==> config.mk <==
export PLATFORM = sky130hd
export DESIGN_NAME = fetch_dispatch_fsm_flat
export DESIGN_NICKNAME = d
export VERILOG_FILES = /design/src/rtl/fetch_dispatch_fsm_pkg.sv /design/src/rtl/fetch_dispatch_fsm_if.sv /design/src/rtl/fetch_dispatch_fsm.sv /design/src/flat_wrapper.sv
export SDC_FILE = /design/constraint.sdc
export NUM_CORES = 1
export LEC_CHECK = 0
export BUFFER_PORTS_ARGS = -buffer_cell sky130_fd_sc_hd__buf_2
export CAP_MARGIN = 20
export CORE_ASPECT_RATIO = 0.9
export CORE_MARGIN = 10
export CORE_UTILIZATION = 25
export DETAILED_ROUTE_END_ITERATION = 10
export HOLD_SLACK_MARGIN = 0.1
export SYNTH_ARGS = -nofsm -noshare
export SYNTH_HDL_FRONTEND = slang
export SYNTH_SLANG_ARGS = --single-unit
==> constraint.sdc <==
create_clock -name clk -period 1.4 [get_ports clk]
set_input_delay 0.07 -clock clk [delete_from_list [all_inputs] [get_ports clk]]
set_output_delay 0.07 -clock clk [all_outputs]
set_load 0.005 [all_outputs]
==> src/rtl/fetch_dispatch_fsm_pkg.sv <==
// -----------------------------------------------------------------------------
// fetch_dispatch_fsm_pkg
//   Shared constants for the fetch/dispatch control stage: opcode classes,
//   execution-unit indices, FSM state encoding and a small opcode decoder.
//   Imported by fetch_dispatch_fsm_if and fetch_dispatch_fsm.
// -----------------------------------------------------------------------------
package fetch_dispatch_fsm_pkg;

  // Opcode classes found in instruction[15:12]
  localparam logic [3:0] OP_ALUI = 4'h0;
  localparam logic [3:0] OP_ALUR = 4'h1;
  localparam logic [3:0] OP_LDST = 4'h2;
  localparam logic [3:0] OP_BR   = 4'h3;
  localparam logic [3:0] OP_HALT = 4'hF;

  // Execution unit indices into exec_start / exec_done
  localparam int UNIT_ALUI = 0;
  localparam int UNIT_ALUR = 1;
  localparam int UNIT_LDST = 2;
  localparam int UNIT_BR   = 3;
  localparam int N_UNITS   = 4;

  // FSM state encoding
  localparam logic [1:0] ST_FETCH   = 2'd0;
  localparam logic [1:0] ST_DECODE  = 2'd1;
  localparam logic [1:0] ST_EXECUTE = 2'd2;
  localparam logic [1:0] ST_HALT    = 2'd3;

  typedef logic [3:0] opcode_t;
  typedef logic [1:0] unit_t;

  // One-hot start vector for an opcode; zero for HALT and illegal opcodes.
  function automatic logic [N_UNITS-1:0] op_to_start(input opcode_t op);
    logic [N_UNITS-1:0] oh;
    oh = '0;
    case (op)
      OP_ALUI: oh[UNIT_ALUI] = 1'b1;
      OP_ALUR: oh[UNIT_ALUR] = 1'b1;
      OP_LDST: oh[UNIT_LDST] = 1'b1;
      OP_BR:   oh[UNIT_BR]   = 1'b1;
      default: oh = '0;
    endcase
    return oh;
  endfunction

  // Unit index owning an executable opcode.
  function automatic unit_t op_to_unit(input opcode_t op);
    unit_t u;
    case (op)
      OP_ALUR: u = unit_t'(UNIT_ALUR);
      OP_LDST: u = unit_t'(UNIT_LDST);
      OP_BR:   u = unit_t'(UNIT_BR);
      default: u = unit_t'(UNIT_ALUI);
    endcase
    return u;
  endfunction

endpackage

==> src/rtl/fetch_dispatch_fsm_if.sv <==
// -----------------------------------------------------------------------------
// fetch_dispatch_fsm_if
//   Bundles the program-memory read bus and the execution-unit control bus.
//   master : fetch/dispatch stage (drives mem_rd, mem_addr, instruction,
//            exec_start; receives mem_ready, mem_rdata, exec_done, pc_load,
//            pc_load_val)
//   slave  : memory + execution units (the opposite directions)
// -----------------------------------------------------------------------------
interface fetch_dispatch_fsm_if
  import fetch_dispatch_fsm_pkg::*;
#(
  parameter int ADDR_W = 8
);

  logic                mem_rd;
  logic [ADDR_W-1:0]   mem_addr;
  logic                mem_ready;
  logic [15:0]         mem_rdata;
  logic [15:0]         instruction;
  logic [N_UNITS-1:0]  exec_start;
  logic [N_UNITS-1:0]  exec_done;
  logic                pc_load;
  logic [ADDR_W-1:0]   pc_load_val;

  modport master (
    output mem_rd, mem_addr, instruction, exec_start,
    input  mem_ready, mem_rdata, exec_done, pc_load, pc_load_val
  );

  modport slave (
    input  mem_rd, mem_addr, instruction, exec_start,
    output mem_ready, mem_rdata, exec_done, pc_load, pc_load_val
  );

endinterface

==> src/rtl/fetch_dispatch_fsm.sv <==
// -----------------------------------------------------------------------------
// fetch_dispatch_fsm
//   Upstream control stage: owns the PC, fetches 16-bit instructions, starts
//   exactly one execution unit per instruction and waits for its done.
//
// Ports:
//   clk, rst      clock (rising edge), asynchronous active-high reset
//   bus           fetch_dispatch_fsm_if.master (memory read bus, instruction,
//                 exec_start/exec_done, pc_load/pc_load_val)
//   pc            current program counter
//   busy          high in every state except HALT
//   halted        sticky halt indicator
//   illegal       sticky illegal-opcode indicator
//   wdt_trip      sticky execute-watchdog trip (only with FETCH_WDT_EN)
//
// Build option:
//   FETCH_WDT_EN  when defined, EXECUTE is bounded to WDT_CYCLES cycles; on
//                 expiry the stage halts and raises wdt_trip.
// -----------------------------------------------------------------------------
module fetch_dispatch_fsm
  import fetch_dispatch_fsm_pkg::*;
#(
  parameter int                ADDR_W     = 8,
  parameter logic [ADDR_W-1:0] RESET_PC   = '0,
  parameter int                WDT_CYCLES = 64
) (
  input  logic                 clk,
  input  logic                 rst,
  fetch_dispatch_fsm_if.master bus,
  output logic [ADDR_W-1:0]    pc,
  output logic                 busy,
  output logic                 halted,
`ifdef FETCH_WDT_EN
  output logic                 illegal,
  output logic                 wdt_trip
`else
  output logic                 illegal
`endif
);

  logic [1:0]        r_state;
  logic [ADDR_W-1:0] r_pc;
  logic [15:0]       r_instr;
  unit_t             r_unit;
  logic              r_halted;
  logic              r_illegal;

  opcode_t           w_op;
  logic              w_is_exec;
  logic              w_done;
  logic              w_wdt_expire;

  assign w_op      = r_instr[15:12];
  assign w_is_exec = (w_op[3:2] == 2'b00);
  // Only the unit started for this instruction can complete it.
  assign w_done    = bus.exec_done[r_unit];

`ifdef FETCH_WDT_EN
  localparam int WDT_W = (WDT_CYCLES > 1) ? $clog2(WDT_CYCLES) : 1;

  logic [WDT_W-1:0] r_wdt;
  logic             r_wdt_trip;

  // Counts EXECUTE cycles spent waiting; cleared while in DECODE so it is
  // zero on the first EXECUTE cycle.
  always_ff @(posedge clk or posedge rst) begin
    if (rst) begin
      r_wdt <= '0;
    end else if (r_state == ST_DECODE) begin
      r_wdt <= '0;
    end else if (r_state == ST_EXECUTE && !w_done) begin
      r_wdt <= r_wdt + WDT_W'(1);
    end
  end

  assign w_wdt_expire = (r_state == ST_EXECUTE) && !w_done &&
                        (r_wdt == WDT_W'(WDT_CYCLES - 1));

  always_ff @(posedge clk or posedge rst) begin
    if (rst) begin
      r_wdt_trip <= 1'b0;
    end else if (w_wdt_expire) begin
      r_wdt_trip <= 1'b1;
    end
  end

  assign wdt_trip = r_wdt_trip;
`else
  assign w_wdt_expire = 1'b0;
`endif

  always_ff @(posedge clk or posedge rst) begin
    if (rst) begin
      r_state   <= ST_FETCH;
      r_pc      <= RESET_PC;
      r_instr   <= 16'h0000;
      r_unit    <= '0;
      r_halted  <= 1'b0;
      r_illegal <= 1'b0;
    end else begin
      case (r_state)
        ST_FETCH: begin
          if (bus.mem_ready) begin
            r_instr <= bus.mem_rdata;
            r_pc    <= r_pc + ADDR_W'(1);
            r_state <= ST_DECODE;
          end
        end
        ST_DECODE: begin
          if (w_is_exec) begin
            r_unit  <= op_to_unit(w_op);
            r_state <= ST_EXECUTE;
          end else begin
            r_halted  <= 1'b1;
            r_illegal <= (w_op != OP_HALT);
            r_state   <= ST_HALT;
          end
        end
        ST_EXECUTE: begin
          // A branch overwrite replaces the increment done at fetch.
          if (bus.pc_load) begin
            r_pc <= bus.pc_load_val;
          end
          if (w_done) begin
            r_state <= ST_FETCH;
          end else if (w_wdt_expire) begin
            r_halted <= 1'b1;
            r_state  <= ST_HALT;
          end
        end
        default: begin
          r_state <= ST_HALT;
        end
      endcase
    end
  end

  // mem_rd is gated by rst so it stays low while reset is held.
  assign bus.mem_rd      = (r_state == ST_FETCH) && !rst;
  assign bus.mem_addr    = r_pc;
  assign bus.instruction = r_instr;
  // Combinational from state so reset removes the start pulse immediately.
  assign bus.exec_start  = (r_state == ST_DECODE) ? op_to_start(w_op) : '0;

  assign pc      = r_pc;
  assign busy    = (r_state != ST_HALT);
  assign halted  = r_halted;
  assign illegal = r_illegal;

endmodule

==> src/flat_wrapper.sv <==
// flat-port wrapper written by rule: the top's interface ports become plain ports
module fetch_dispatch_fsm_flat import fetch_dispatch_fsm_pkg::*;
#(
  parameter int                ADDR_W     = 8,
  parameter logic [ADDR_W-1:0] RESET_PC   = '0,
  parameter int                WDT_CYCLES = 64
)
  (clk, rst, pc, busy, halted, illegal, bus_mem_rd, bus_mem_addr, bus_instruction, bus_exec_start, bus_mem_ready, bus_mem_rdata, bus_exec_done, bus_pc_load, bus_pc_load_val);
  fetch_dispatch_fsm_if #(.ADDR_W(ADDR_W)) bus_i ();
  input  logic clk;
  input  logic rst;
  output logic [ADDR_W-1:0] pc;
  output logic busy;
  output logic halted;
  output logic illegal;
  output wire logic [$bits(bus_i.mem_rd)-1:0] bus_mem_rd;
  output wire logic [$bits(bus_i.mem_addr)-1:0] bus_mem_addr;
  output wire logic [$bits(bus_i.instruction)-1:0] bus_instruction;
  output wire logic [$bits(bus_i.exec_start)-1:0] bus_exec_start;
  input wire logic [$bits(bus_i.mem_ready)-1:0] bus_mem_ready;
  input wire logic [$bits(bus_i.mem_rdata)-1:0] bus_mem_rdata;
  input wire logic [$bits(bus_i.exec_done)-1:0] bus_exec_done;
  input wire logic [$bits(bus_i.pc_load)-1:0] bus_pc_load;
  input wire logic [$bits(bus_i.pc_load_val)-1:0] bus_pc_load_val;
  assign bus_mem_rd = bus_i.mem_rd;
  assign bus_mem_addr = bus_i.mem_addr;
  assign bus_instruction = bus_i.instruction;
  assign bus_exec_start = bus_i.exec_start;
  assign bus_i.mem_ready = bus_mem_ready;
  assign bus_i.mem_rdata = bus_mem_rdata;
  assign bus_i.exec_done = bus_exec_done;
  assign bus_i.pc_load = bus_pc_load;
  assign bus_i.pc_load_val = bus_pc_load_val;
  fetch_dispatch_fsm #(.ADDR_W(ADDR_W), .RESET_PC(RESET_PC), .WDT_CYCLES(WDT_CYCLES)) u_core (.clk(clk), .rst(rst), .bus(bus_i), .pc(pc), .busy(busy), .halted(halted), .illegal(illegal));
endmodule
==> out/metrics.yaml <==
outcome:
  status: "finished, final reports clean"
synth:
  syn_area_um2: 1570
  synth-warning-count: 0
  syn_nets: 165
  yosysSeqAreaShare: 0.479
  dominantRegCellSynth: "dfrtp_1"
  synth.largest_area_cell: "dfrtp_1"
  yosys-top-cells-area: "dfrtp_1, mux2_4, mux2_2"
  syn_inst: 132
  yosysUniqueCellTypes: 41
  syn_avg_cell_area_um2: 11.9
  synth_edf_count: 0
  synth_top_area_share: 0.479
  synth_seq_cells: 30
  synthArstFlopShare: 1.00
detailed_routing:
  drc: 0
  viasPerCell: 4.41
  vias: 1437
  first_pass_iters: 4
  wl_per_cell_um: 14.8
  drt_wl_total_um: 4830
  ant_nets: 0
  drt_iter0_markers: 36
worst_setup_path:
  reg2reg_slack_ns: 0.04
  path_buf_inv: 1
  critPathTopFamily: "simple AND/OR/NAND/NOR gates"
  crit_fanout: 7
  startpoint_type: "flop"
  crit_start: "u_core.bus.instruction[14]$_DFFE_PP0P_"
  critical_path.endpoint: "bus_exec_start[2]"
  timing.rr.start: "u_core.r_state[1]$_DFFE_PP0P_"
  cp.depth: 4
  crit_arrival_ns: 1.30
  worst_path_max_delay_cell: "dfrtp_1"
  cp-end-kind: "output pin"
  critPathKind: "flop to output pin"
  cpPeakStageDelay_ns: 0.41
  ff2ff_path_depth: 5
  required_ns: 1.33
  worstPathCellList: "nor2_4 > nand3_4 > nor3b_2 > buf_2"
  r2r-end: "u_core.bus.mem_addr[2]$_DFFE_PP0P_"
job:
  cap_viol_max_count: 0
power_and_ir_drop:
  total_power_mw: 5.03
  p_clk_frac: 0.145
  p_int_mw: 3.17
  powerDensity_nw_per_um2: 2030
  pwr-share-comb: 0.515
  leakagePower_nw: 1.18
  p_sw_mw: 1.86
  switching_share: 0.370
  seqPwrFrac: 0.340
  max-vdd-ir-drop_mv: 0.669
clock_tree:
  htree_num_levels: 2
  cts_buffer_depth: 2
  clk_pin_slew_worst_paths_ns: 0.07
  cts_sinks: 30
  cts_tree: "yes"
  clk_latency_ns: 0.28
  cts_buffers: 5
  clock_tree.root_cell: "clkbuf_8"
sta:
  fin_crit_ns: 1.37
  setup_viol: 0
  rsz0062_at_grt: "yes"
  hold_viol_final: 0
  min_period_over_period: 0.982
  slew-limit-headroom: 0.733
  timing.fmax_ghz: 0.727
  slew_viol_final: 0
  worst_pin_slew_ns: 0.400
  skew_ns: 0.00732
  finalSetupTns_ns: 0
finish:
  syn_to_final_growth_pct: 58.2
  drive_gt1_frac: 0.565
  n_antenna_cell: 0
  design_area_um2: 2480
  fin_nets: 271
die:
  die_w_um: 103
  rows: 27
  core_um2: 6110
  start_util: 0.256
  fp.dieH_um: 95.1
  design.portCount: 72
  die-area_um2: 9840
grt:
  grt_overflow: 0
  grt_pass1_wl_um: 7780
  antenna_found_initial: 0
  grt_usage: 0.0998
  grt_max_degree: 31
  grt_pass1_vias: 1546
placed_design:
  placed_area_um2: 2050
  dp_hpwl_um: 3450
  port_buffers: 71
  gp_congestion: 0.832
hold_path:
  worstHoldPathType: "input port to flop"
[routing by layer]
metal / routed length [um] / up-vias / GRT usage / share of wire
li1: - / 695 / - / -
met1: 2210 / 696 / 0.129 / 0.46
met5: 0 / - / 0 / 0
met4: 21 / 0 / 0.0278 / 0.0044
met2: 2240 / 44 / 0.158 / 0.46
met3: 361 / 2 / 0.0304 / 0.075
[kinds of logic (layout without fill, tap and decap cells)]
kind of cell / after synthesis / in the layout / share of synthesized area
buffers and inverters: 20 / 127 / 0.0774
muxes: 24 / 24 / 0.200
DFF: 30 / 30 / 0.479
AOI/OAI and AO/OA: 25 / 25 / 0.119
and+or+nand+nor: 32 / 32 / 0.117
adders and majority gates: 1 / 1 / 0.00798
[cell usage in the layout (no fill, tap or decap), drive strengths merged, types with 2 or more instances in the layout]
cell type,count
mux2,19
nor3b,3
o211ai,4
inv,6
dfrtp,30
mux2i,4
dlygate4sd3,19
and3,2
nor3,2
nor2,4
nand3,3
a211oi,4
and4,2
clkbuf,6
o21ai,5
nand3b,2
buf,94
nand4,2
nand2b,2
nand2,6
[cell usage after synthesis (all sizes together) (3+ instances only)]
cell type  instances
nor2               4
buf               11
mux2i              4
dfrtp             30
nor3b              3
nand2              6
nand3              3
a211oi             4
inv                6
o21ai              5
o211ai             4
mux2              19
clkbuf             3
[how the worst min path moves through the flow]
stage,startpoint,end,slack (ns),cells after the start
2_1_floorplan,rst,u_core.bus.instruction[0]$_DFFE_PP0P_,0.16,1
3_3_place_gp,rst,u_core.bus.mem_addr[4]$_DFFE_PP0P_,0.18,3
3_5_place_dp,rst,u_core.bus.mem_addr[4]$_DFFE_PP0P_,0.19,3
4_1_cts,bus_pc_load_val[1],u_core.bus.mem_addr[1]$_DFFE_PP0P_,0.10,3
5_1_grt,bus_pc_load_val[1],u_core.bus.mem_addr[1]$_DFFE_PP0P_,0.12,3
6_report,bus_pc_load_val[1],u_core.bus.mem_addr[1]$_DFFE_PP0P_,0.10,3
[final cells by class]
class	instances	area [um2]
Inverter	6	27.5
Sequential cell	30	753
Multi-Input combinational cell	82	748
Tap cell	87	109
Fill cell	595	3630
Clock buffer	6	82.6
Timing Repair Buffer	113	747
Clock inverter	2	12.5
[worst reg2reg max path, cell delays in order, from the launching register on]
cell,delay (ns)
dfrtp_2,0.46
buf_4,0.18
nand2b_1,0.13
buf_4,0.17
mux2i_1,0.19
a22oi_1,0.10
[power groups by stage]
stage / logic (mW) / clock network [mW] / registers, mW
CTS: 2.51 / 0.765 / 1.68
global placement: 2.33 / 0 / 1.66
global route: 2.83 / 0.809 / 1.79
finish: 2.59 / 0.727 / 1.71
floorplan: 1.39 / 0 / 1.67
detailed placement: 2.35 / 0 / 1.68
[repair_timing]
action	CTS	global route
setup buffers	5	3
hold buffers	19	0
resized for setup	5	9
endpoints found under the setup margin	10	25
hold endpoints to repair	48	0
pin swaps	2	0
[metrics by stage]
stage | setup slack (ns) | utilization | instances | hold slack, ns
finish | 0.0252 | 0.406 | 326 | 0.103
global route | -0.0750 | 0.406 | 326 | 0.123
CTS | -0.00376 | 0.397 | 323 | 0.101
detailed placement | -0.0185 | 0.336 | 291 | 0.186
global placement | 0.0215 | 0.336 | 291 | 0.182
floorplan | 0.00291 | - | 132 | 0.161
[flip-flops by register name (all words and copies together) (netlist names)]
register	count
u_core.bus.instruction	16
u_core.bus.mem_addr	8
u_core.halted	1
u_core.illegal	1
u_core.r_state	2
u_core.r_unit	2
No activity file was read; power rests on OpenSTA's default activity.
